===== config.mk =====
export PLATFORM = sky130hd
export DESIGN_NAME = seg_reader
export DESIGN_NICKNAME = d
export VERILOG_FILES = /design/src/rtl/seg_reader.sv
export SDC_FILE = /design/constraint.sdc
export NUM_CORES = 1
export LEC_CHECK = 0
export CAP_MARGIN = 10
export CORE_MARGIN = 2
export CORE_UTILIZATION = 25
export CTS_CLUSTER_DIAMETER = 100
export DETAILED_ROUTE_END_ITERATION = 12
export PLACE_DENSITY_LB_ADDON = 0.3
export RECOVER_POWER = 25
export SYNTH_ARGS = -nofsm -noshare
export SYNTH_HDL_FRONTEND = slang
export SYNTH_SLANG_ARGS = --single-unit

===== constraint.sdc =====
create_clock -name clk -period 12.85 [get_ports clk]
set_input_delay 3.2125 -clock clk [delete_from_list [all_inputs] [get_ports clk]]
set_output_delay 3.2125 -clock clk [all_outputs]
set_load 0.05 [all_outputs]

===== src/rtl/seg_reader.sv =====
// seg_reader: samples a multiplexed 7-segment display bus (8 digits, active-low)
// and rebuilds the 32-bit hex word it shows.
//
// A digit is sampled once it has been held unchanged for STABLE_CYCLES
// cycles. Digits must arrive in order 0..7. A complete frame is then offered
// on a valid/ready output port.
//
// Ports
//   clk         system clock, rising edge
//   rst         asynchronous active-high reset
//   hex_in      segment bus, active-low, bit 6 = g .. bit 0 = a
//   hex_on_in   digit select, active-low, bit k low selects digit k
//   word_ready  consumer accepts word_out while word_valid is high
//   word_out    captured word, digit k in bits [4k+3:4k]
//   word_err    per-digit flag, set when the digit held an undecodable pattern
//   word_valid  word_out/word_err hold a complete frame
//   frame_err   one-cycle pulse on an out-of-sequence digit
//   overrun     one-cycle pulse when a completed frame is dropped
module seg_reader #(
    parameter int STABLE_CYCLES = 4
) (
    input  logic        clk,
    input  logic        rst,
    input  logic [6:0]  hex_in,
    input  logic [7:0]  hex_on_in,
    input  logic        word_ready,
    output logic [31:0] word_out,
    output logic [7:0]  word_err,
    output logic        word_valid,
    output logic        frame_err,
    output logic        overrun
);

    localparam logic [7:0] STB = 8'(STABLE_CYCLES);

    typedef enum logic {S_IDLE, S_COLLECT} state_t;

    // Input capture and the previous captured value for change detection.
    logic [7:0]  r_on;
    logic [6:0]  r_hex;
    logic [14:0] r_prev;
    logic [7:0]  r_cnt;

    // One-cycle sample pipeline feeding the FSM.
    logic        r_smp;
    logic [2:0]  r_smp_idx;
    logic [3:0]  r_smp_nib;
    logic        r_smp_bad;

    state_t          r_st, w_st_n;
    logic [2:0]      r_exp, w_exp_n;
    logic [7:0][3:0] r_sh_nib, w_sh_nib_n;
    logic [7:0]      r_sh_err, w_sh_err_n;
    logic [7:0][3:0] r_word, w_word_n;
    logic [7:0]      r_err, w_err_n;
    logic            r_vld, w_vld_n;
    logic            r_ferr, w_ferr_n;
    logic            r_ovr, w_ovr_n;

    logic [7:0] w_sel;
    logic       w_sel_valid;
    logic       w_changed;
    logic [7:0] w_cnt_n;
    logic       w_sample;
    logic [2:0] w_idx;
    logic [3:0] w_nib;
    logic       w_bad;
    logic       w_done;

    always_ff @(posedge clk or posedge rst) begin
        if (rst) begin
            r_on   <= '1;
            r_hex  <= '1;
            r_prev <= '1;
        end else begin
            r_on   <= hex_on_in;
            r_hex  <= hex_in;
            r_prev <= {r_on, r_hex};
        end
    end

    // Exactly one select line low.
    assign w_sel       = ~r_on;
    assign w_sel_valid = (w_sel != 8'd0) && ((w_sel & (w_sel - 8'd1)) == 8'd0);
    assign w_changed   = ({r_on, r_hex} != r_prev);

    // The counter holds the number of cycles the current value has been seen,
    // so the first cycle of a new value loads 1 and a dwell of N cycles reaches N.
    // It stops at STB, which also blocks re-sampling within one dwell.
    always_comb begin
        w_cnt_n = r_cnt;
        if (!w_sel_valid)
            w_cnt_n = 8'd0;
        else if (w_changed)
            w_cnt_n = 8'd1;
        else if (r_cnt != STB)
            w_cnt_n = r_cnt + 8'd1;
    end

    assign w_sample = w_sel_valid && (w_cnt_n == STB) && (w_changed || (r_cnt != STB));

    always_comb begin
        w_idx = 3'd0;
        for (int k = 0; k < 8; k++)
            if (w_sel[k]) w_idx = 3'(k);
    end

    always_comb begin
        w_bad = 1'b0;
        case (r_hex)
            7'b1000000: w_nib = 4'h0;
            7'b1111001: w_nib = 4'h1;
            7'b0100100: w_nib = 4'h2;
            7'b0110000: w_nib = 4'h3;
            7'b0011001: w_nib = 4'h4;
            7'b0010010: w_nib = 4'h5;
            7'b0000010: w_nib = 4'h6;
            7'b1111000: w_nib = 4'h7;
            7'b0000000: w_nib = 4'h8;
            7'b0010000: w_nib = 4'h9;
            7'b0001000: w_nib = 4'hA;
            7'b0000011: w_nib = 4'hB;
            7'b1000110: w_nib = 4'hC;
            7'b0100001: w_nib = 4'hD;
            7'b0000110: w_nib = 4'hE;
            7'b0001110: w_nib = 4'hF;
            default: begin
                w_nib = 4'h0;
                w_bad = 1'b1;
            end
        endcase
    end

    always_ff @(posedge clk or posedge rst) begin
        if (rst) begin
            r_cnt     <= '0;
            r_smp     <= 1'b0;
            r_smp_idx <= '0;
            r_smp_nib <= '0;
            r_smp_bad <= 1'b0;
        end else begin
            r_cnt     <= w_cnt_n;
            r_smp     <= w_sample;
            r_smp_idx <= w_idx;
            r_smp_nib <= w_nib;
            r_smp_bad <= w_bad;
        end
    end

    always_ff @(posedge clk or posedge rst) begin
        if (rst) begin
            r_st     <= S_IDLE;
            r_exp    <= '0;
            r_sh_nib <= '0;
            r_sh_err <= '0;
            r_word   <= '0;
            r_err    <= '0;
            r_vld    <= 1'b0;
            r_ferr   <= 1'b0;
            r_ovr    <= 1'b0;
        end else begin
            r_st     <= w_st_n;
            r_exp    <= w_exp_n;
            r_sh_nib <= w_sh_nib_n;
            r_sh_err <= w_sh_err_n;
            r_word   <= w_word_n;
            r_err    <= w_err_n;
            r_vld    <= w_vld_n;
            r_ferr   <= w_ferr_n;
            r_ovr    <= w_ovr_n;
        end
    end

    always_comb begin
        w_st_n     = r_st;
        w_exp_n    = r_exp;
        w_sh_nib_n = r_sh_nib;
        w_sh_err_n = r_sh_err;
        w_word_n   = r_word;
        w_err_n    = r_err;
        w_vld_n    = r_vld;
        w_ferr_n   = 1'b0;
        w_ovr_n    = 1'b0;
        w_done     = 1'b0;

        if (r_vld && word_ready)
            w_vld_n = 1'b0;

        if (r_smp) begin
            case (r_st)
                S_IDLE: begin
                    // Only digit 0 can open a frame; anything else is ignored.
                    if (r_smp_idx == 3'd0) begin
                        w_sh_nib_n    = '0;
                        w_sh_err_n    = '0;
                        w_sh_nib_n[0] = r_smp_nib;
                        w_sh_err_n[0] = r_smp_bad;
                        w_exp_n       = 3'd1;
                        w_st_n        = S_COLLECT;
                    end
                end
                S_COLLECT: begin
                    if (r_smp_idx == r_exp) begin
                        w_sh_nib_n[r_smp_idx] = r_smp_nib;
                        w_sh_err_n[r_smp_idx] = r_smp_bad;
                        if (r_exp == 3'd7) begin
                            w_done  = 1'b1;
                            w_st_n  = S_IDLE;
                            w_exp_n = 3'd0;
                        end else begin
                            w_exp_n = r_exp + 3'd1;
                        end
                    end else begin
                        w_ferr_n   = 1'b1;
                        w_sh_nib_n = '0;
                        w_sh_err_n = '0;
                        w_st_n     = S_IDLE;
                        w_exp_n    = 3'd0;
                        // An out-of-order digit 0 is a fresh frame start.
                        if (r_smp_idx == 3'd0) begin
                            w_sh_nib_n[0] = r_smp_nib;
                            w_sh_err_n[0] = r_smp_bad;
                            w_exp_n       = 3'd1;
                            w_st_n        = S_COLLECT;
                        end
                    end
                end
                default: begin
                    w_st_n  = S_IDLE;
                    w_exp_n = 3'd0;
                end
            endcase
        end

        // A completed frame is published if the output slot is free or being
        // freed on this very edge; otherwise it is dropped and flagged.
        if (w_done) begin
            if (!r_vld || word_ready) begin
                w_word_n = w_sh_nib_n;
                w_err_n  = w_sh_err_n;
                w_vld_n  = 1'b1;
            end else begin
                w_ovr_n = 1'b1;
            end
            w_sh_nib_n = '0;
            w_sh_err_n = '0;
        end
    end

    assign word_out   = r_word;
    assign word_err   = r_err;
    assign word_valid = r_vld;
    assign frame_err  = r_ferr;
    assign overrun    = r_ovr;

endmodule

# ---- Word-level counts from Yosys, hierarchy flattened
# Cells that the tools add are included.
dict set report totals {
  elab_cells 126
  in_bits 18
  out_inout_bits 43
  regBits 134
}
dict set report op_classes {
  add_sub_neg 3
  n_lt_le_gt_ge 2
  bitwise 3
  n_eq_ne 21
  muxes 51
  n_reduce_logical 15
}
# operator n
set op_table {}
lappend op_table {{two-way mux 32 bit} 4}
lappend op_table {{case mux 32 bit (2 select lines)} 1}
lappend op_table {{case mux 4 bit (15 select lines)} 1}
lappend op_table {{two-way mux 8 bit} 7}
lappend op_table {{bitwise mux 32 bit} 1}
lappend op_table {{equality test 7 bit (second input constant)} 4}
lappend op_table {{two-way mux 3 bit} 9}
lappend op_table {{equality test 7 x 5 -> 1 bit (second input constant)} 3}
lappend op_table {{equality test 7 x 6 -> 1 bit (second input constant)} 3}
lappend op_table {{two-way mux 1 bit} 20}
lappend op_table {{case mux 8 bit (2 select lines)} 1}
lappend op_table {{OR reduction 16 bit} 1}
lappend op_table {{inequality test 15 bit} 1}
lappend op_table {{equality test 7 x 2 -> 1 bit (second input constant)} 2}
lappend op_table {{equality test 7 x 4 -> 1 bit (second input constant)} 2}
lappend op_table {{demux 4 bit (select 3 bit)} 1}
lappend op_table {{adder 8 x 1 -> 8 bit (second input constant)} 1}
lappend op_table {{AND 8 bit} 1}
lappend op_table {{bitwise mux 8 bit} 1}
lappend op_table {{equality test 8 x 3 -> 1 bit (second input constant)} 1}
lappend op_table {{logical NOT 8 bit} 1}
lappend op_table {{two-way mux 4 bit} 2}
lappend op_table {{inequality test 8 x 3 -> 1 bit (second input constant)} 1}
lappend op_table {{inverter 8 bit} 1}
lappend op_table {{19 further kinds} 25}

# ---- Longest topological paths before layout
# Gate-level depths: netlist of the first run.
dict set report depth {
  ltp_word 9
  ltp_mapped 9
  mapped_depth_nobuf 7
}

# ---- Worst setup path after synthesis of the first run
# No wires, ideal clock.
dict set report synth_path {
  path_kind {input-to-reg}
  from {in word_ready}
  to {reg r_word, in the netlist word_out[10]}
  setup_ns 0.127
  required_time_ns 12.723
  path_buffers 2
  slack_ns 8.802
  t_arrival_ns 3.921
  cell_stages 6
  path_cell_list {nand2b_1 -> and2_1 -> buf_2 -> buf_4 -> nor2_1 -> a21oi_1}
}
dict set report synth_between {
  elab_chain_cells 2
}
# item line_no
set synth_rtl {}
lappend synth_rtl {{start: declaration} 26} ;# input logic word_ready,
lappend synth_rtl {{logical OR 1 bit} 238} ;# if (!r_vld || word_ready) begin
lappend synth_rtl {{AND reduction 2 bit (no line)} --}
lappend synth_rtl {{end signal: assignment} 166} ;# r_word <= w_word_n;
lappend synth_rtl {{end: declaration} 54} ;# logic [7:0][3:0] r_word, w_word_n;
# Every way passes these cells.
# A chain may end at the register's enable or synchronous reset.

# ---- Worst setup path after layout of the first run
dict set report layout_path {
  from {reg r_word, in the netlist word_out[13]}
  to {out word_out[13]}
}
# item line_no
set layout_rtl {}
lappend layout_rtl {{end: declaration} 27} ;# output logic [31:0] word_out,
# No word-level cell between the ends.

==> results_dict.tcl, run 1 <==
set metrics [dict create \
    h-tree-depth 4 \
    syn_nets 575 \
    min-delay-start "r_on[0]" \
    worstPathMaxFanout 2 \
    slowest_delay_ns 0.83 \
    gr-usage-met3_pct 2.63 \
    rsz0062_at_grt "no" \
    grt-busiest-layer "met2" \
    drt-pass1-iter-count 5 \
    hold_viol_final 0 \
    avgSynthCellArea_sq_um 10.5 \
    viasPerCell 4.50 \
    drt_iter0_drc 341 \
    critPathKind "reg -> out" \
    required_ns 9.64 \
    final_util_pct 31.8 \
    async_reset_ff_share_pct 100 \
    p_sw_uw 217 \
    grt_pass1_vias 4086 \
    netlist_top_cells_area "dfrtp_1 (45%), dfstp_2 (14%), nor2_1 (6.1%)" \
    power_frac_seq_pct 46.9 \
    path_clk_slew_ns 0.06 \
    die_w_um 157 \
    initial_utilization_pct 25.6 \
    cp_cell_sequence "clkdlybuf4s50_1" \
    coreArea_sq_um 22800 \
    cts_root_buffer "clkbuf_16" \
    row_count 55 \
    outcome "finished, violations left" \
    place_congestion 0.760 \
    post_cts_resized 0 \
    grt_antenna_before_repair 0 \
    cts_buffers 17 \
    layout_min_cycle_time_ns 4.86 \
    syn_inst 553 \
    routed_wl_um 13100 \
    crit_start "word_out[13]" \
    grtUsageTotal_pct 11.2 \
    setup_tns_ns 0 \
    dpl_cell_area_sq_um 6680 \
    fin_area_sq_um 7250 \
    die_area_sq_um 24500 \
    end_kind "output pin" \
    cpLargestDelayFamily "buffers and inverters" \
    setup_viol 0 \
    grt-ovfl-total 0 \
    synth_most_common_cell "dfrtp_1" \
    synth_cell_types 51 \
    synth.top_cells.by_count "dfrtp_1 (104), nor2_1 (95), a21oi_1 (53)" \
    pwr-share-clk_pct 50.0 \
    synth_top_cell_by_area "dfrtp_1" \
    synth_top_cell_area_share_pct 44.7 \
    cap_violations 1 \
    combPwrFrac_pct 3.2 \
    grt_pass1_wl_um 21700 \
    cts_setup_buffers 0 \
    synth-edff-count 0 \
    fmax_mhz 206 \
    route.detailed.drc 0 \
    cts.sinks 134 \
    ioPinCount 61 \
    ys_seq_area_share_pct 58.2 \
    critPathSlowestCell "clkdlybuf4s50_1" \
    ir_drop_v 0.0000712 \
    cts_tree "done" \
    clock-skew-final_ns 0.00946 \
    hold_class "reg -> reg" \
    whs_ns 0.426 \
    finalPower_uw 945 \
    internal_power_uw 728 \
    power_per_cell_area_nw_per_um2 130 \
    nets 623 \
    violations "capacitance limit, slew limit" \
    power_leakage_uw 0.00303 \
    cts_buffer_depth 2 \
    maxSlewHeadroom_pct -12.9 \
    die_h_um 157 \
    routedWlPerCell_um 14.1 \
    synthesis.area_sq_um 5830 \
    syn2layout_area_growth_pct 24.4 \
    ys_seq_elements 134 \
    ctsHoldBuffers 0 \
    fin_crit_sh_pct 37.8 \
    vias 4175 \
    tightest_slew_ns 1.68 \
    synth_flop_cell "dfrtp_1" \
    grtUsageMet2_pct 17.1 \
    slew_violations 14 \
    arrival_ns 1.65 \
    port_buffers 60 \
    reg2reg_from "r_exp[0]" \
    diodes 0 \
    use_met1_pct 15.7 \
    swShare_pct 23.0 \
    antenna_left 0 \
    drive_gt1_share_pct 9.12 \
    clock_latency_ns 0.41 \
    yosys_warnings 0 \
    dpl.hpwl_um 8740 \
    grt_max_degree 81 \
    cp_num_buf_inv 1 \
    cp-start-kind "register" \
]
[layout by cell type, fill, tap and decap left out, types with 4 or more instances in the layout]
cell / instances
o21ai_0: 22
buf_4: 4
nor3b_1: 4
inv_1: 8
a32oi_1: 10
nand4b_1: 6
nor3_1: 10
xor2_1: 9
nor2_1: 95
a21oi_1: 53
nand2_1: 25
clkdlybuf4s50_1: 60
xnor2_1: 17
mux2i_1: 10
nor4_1: 7
nand3_1: 11
a22oi_1: 30
dfstp_1: 15
dfstp_2: 15
nand4_1: 10
clkbuf_16: 20
and3_1: 15
ha_1: 4
dfrtp_1: 104
[worst register-to-register path: stages, from the launching register on]
cell and delay, ns:
dfrtp_1 0.46, ha_1 0.19, ha_1 0.24, nand3_1 0.10
and4b_1 0.25, buf_4 0.32, and2_2 0.20, buf_4 0.57
nor2_1 0.15, a21oi_1 0.14
[power groups by stage]
stage	Clock (uW)	Sequential (uW)	Combinational, uW
finish	472	443	29.9
global route	502	444	34.0
CTS	485	444	31.4
detailed placement	0	451	31.3
global placement	0	451	31.2
floorplan	0	443	26.3
[worst paths after layout]
check	cells after the start	slack [ns]	end
min in group asynchronous	2	3.29	word_out[18]
worst max register to register	9	10.16	word_out[22]
worst min register to register	0	0.43	r_prev[7]
max in group asynchronous	3	8.15	r_cnt[4]
worst min-delay path	0	0.43	r_prev[7]
worst max-delay path	1	7.99	word_out[13]
[state kept, by name, summed over array words and instances (netlist names), 3 cells and up]
signal,count
r_smp_idx,3
r_prev,15
r_sh_err,8
r_on,8
r_hex,7
r_exp,3
r_sh_nib,32
word_out,32
r_smp_nib,4
word_err,8
r_cnt,8
[kinds of logic (layout without fill, tap and decap cells)]
group | after synthesis | in the layout | synth area share, %
xor+xnor | 28 | 28 | 4.79
buf+inv | 44 | 105 | 3.48
simple gates | 197 | 197 | 16.4
flops | 134 | 134 | 58.2
compound gates | 135 | 135 | 14.4
mux | 10 | 10 | 1.72
fa+ha+maj | 5 | 5 | 1.03
[per-layer routing]
layer  part of all wire, %  wire (um)
met4                  0.43         56
met1                    50       6500
met5                     0          0
met3                   3.5        462
met2                    46       6070
[metrics by stage]
| step | worst slack, ns | std cells |
|---|---|---|
| after floorplan | 6.10 | 553 |
| after global placement | 7.62 | 895 |
| after detailed placement | 7.60 | 895 |
| after CTS | 7.97 | 927 |
| after global routing | 7.87 | 927 |
| final | 7.99 | 927 |
[layout make-up]
type / instances / area, sq um
Clock inverter: 11 / 82.6
Inverter: 9 / 36.3
Multi-Input combinational cell: 375 / 2210
Timing Repair Buffer: 64 / 631
Tap cell: 313 / 392
Sequential cell: 134 / 3390
Fill cell: 2350 / 15500
Clock buffer: 21 / 504
(Power assumes the default switching activity.)
==> run 2, diff against run 1 <==
clock period = 4.7 ns   (was 12.85 ns; I/O delays follow)
==> results_dict.tcl, run 2 (synthesis gave the netlist of run 1 again) <==
set metrics [dict create \
    grt_pass1_wl_um 22000 \
    combPwrFrac_pct 2.9 \
    diodes 0 \
    clock_latency_ns 0.42 \
    power_leakage_uw 0.00308 \
    ctsHoldBuffers 0 \
    place_ws_ns 1.51 \
    post_cts_resized 0 \
    power_frac_seq_pct 43.0 \
    drt_iter0_drc 315 \
    grt_antenna_before_repair 0 \
    cp_num_buf_inv 1 \
    slowest_delay_ns 0.87 \
    cp-start-kind "register" \
    cts.sinks 134 \
    antenna_left 0 \
    dpl.hpwl_um 9060 \
    final_cell_mix "dfrtp_1 (104), nor2_1 (96), a21oi_1 (53)" \
    whs_ns 0.418 \
    critPathSlowestCell "clkdlybuf4s50_1" \
    cts_tree "done" \
    routedWlPerCell_um 14.3 \
    tightest_slew_ns 1.26 \
    final_common_cell "dfrtp_1" \
    fmax_mhz 356 \
    drt-pass1-iter-count 5 \
    cts_buffer_depth 2 \
    vias 4263 \
    place_congestion 0.767 \
    grtUsageTotal_pct 11.5 \
    critPathKind "reg -> out" \
    arrival_ns 1.63 \
    nets 625 \
    die_h_um 157 \
    layout_min_cycle_time_ns 2.81 \
    pwr-share-clk_pct 54.1 \
    cts_buffers 17 \
    clock-skew-final_ns 0.00729 \
    cpLargestDelayFamily "buffers and inverters" \
    syn2layout_area_growth_pct 26.5 \
    die_w_um 157 \
    finalWorstSetupSlack_ns 1.89 \
    worstPathMaxFanout 2 \
    cp_cell_sequence "clkdlybuf4s50_1" \
    maxSlewHeadroom_pct 15.3 \
    grt_max_degree 58 \
    h-tree-depth 4 \
    ioPinCount 61 \
    p_sw_uw 578 \
    slew_violations 0 \
    drive_gt1_share_pct 9.42 \
    grt_pass1_vias 4121 \
    port_buffers 60 \
    ir_drop_v 0.000294 \
    hold_class "reg -> reg" \
    row_count 55 \
    initial_utilization_pct 25.6 \
    routed_wl_um 13300 \
    rsz0062_at_grt "no" \
    power_per_cell_area_nw_per_um2 382 \
    path_clk_slew_ns 0.05 \
    viasPerCell 4.59 \
    finalPower_uw 2820 \
    cts_root_buffer "clkbuf_16" \
    swShare_pct 20.5 \
    cap_violations 0 \
    internal_power_uw 2240 \
    outcome "finished, final reports clean" \
    fin_crit_sh_pct 59.8 \
    setup_tns_ns 0 \
    setup_viol 0 \
    required_ns 3.52 \
    hold_viol_final 0 \
    final_util_pct 32.3 \
    grt-ovfl-total 0 \
    end_kind "output pin" \
    cts_setup_buffers 0 \
    coreArea_sq_um 22800 \
    die_area_sq_um 24500 \
    route.detailed.drc 0 \
]
-- run 2: changes by cell type in the layout (fill, tap and decap cells not counted), sizes merged --
cell	before	now
inv	14	8
buf	4	6
clkdlybuf4s50	60	44
bufinv	0	6
dlygate4sd3	0	16
clkbuf	21	20
clkinvlp	1	2
-- run 2: worst paths after layout --
check	startpoint	end	slack [ns]	depth (start not counted)
min reg2reg	r_on[0]	r_prev[7]	0.42	0
max	word_out[13]	word_out[13]	1.89	1
min in group asynchronous	rst	word_out[16]	1.48	2
max in group asynchronous	rst	word_err[1]	2.26	3
max reg2reg	r_exp[0]	word_out[10]	2.01	8
min	r_on[0]	r_prev[7]	0.42	0
-- run 2: per-stage QoR --
stage	std cells	cell area, sq um
after floorplan	553	5830
after global placement	897	6710
after detailed placement	897	6710
after CTS	929	7390
after global routing	929	7370
final	929	7370
-- run 2: area by class of cell --
cell class	count	area (sq um)
clock buffers	20	457
repair buffers	66	658
clock inverters	12	224
flip-flops and latches	134	3390
fillers	2333	15400
multi-input cells	375	2210
inverters	9	35.0
well taps	313	392
-- run 2: routing by layer --
layer / track usage [%] / vias to the layer above / part of all wire, %
li1: - / 2061 / -
met1: 15.5 / 2076 / 47
met2: 17.6 / 110 / 46
met3: 2.94 / 16 / 5.1
met4: 4.72 / 0 / 1.3
met5: 0 / - / 0
-- run 2: power groups by stage --
stage	Combinational (uW)	Sequential [uW]	Clock (uW)
finish	81.2	1210	1520
global route	94.6	1210	1620
CTS	88.4	1210	1560
detailed placement	87.7	1230	0
global placement	87.9	1230	0
floorplan	72.2	1210	0
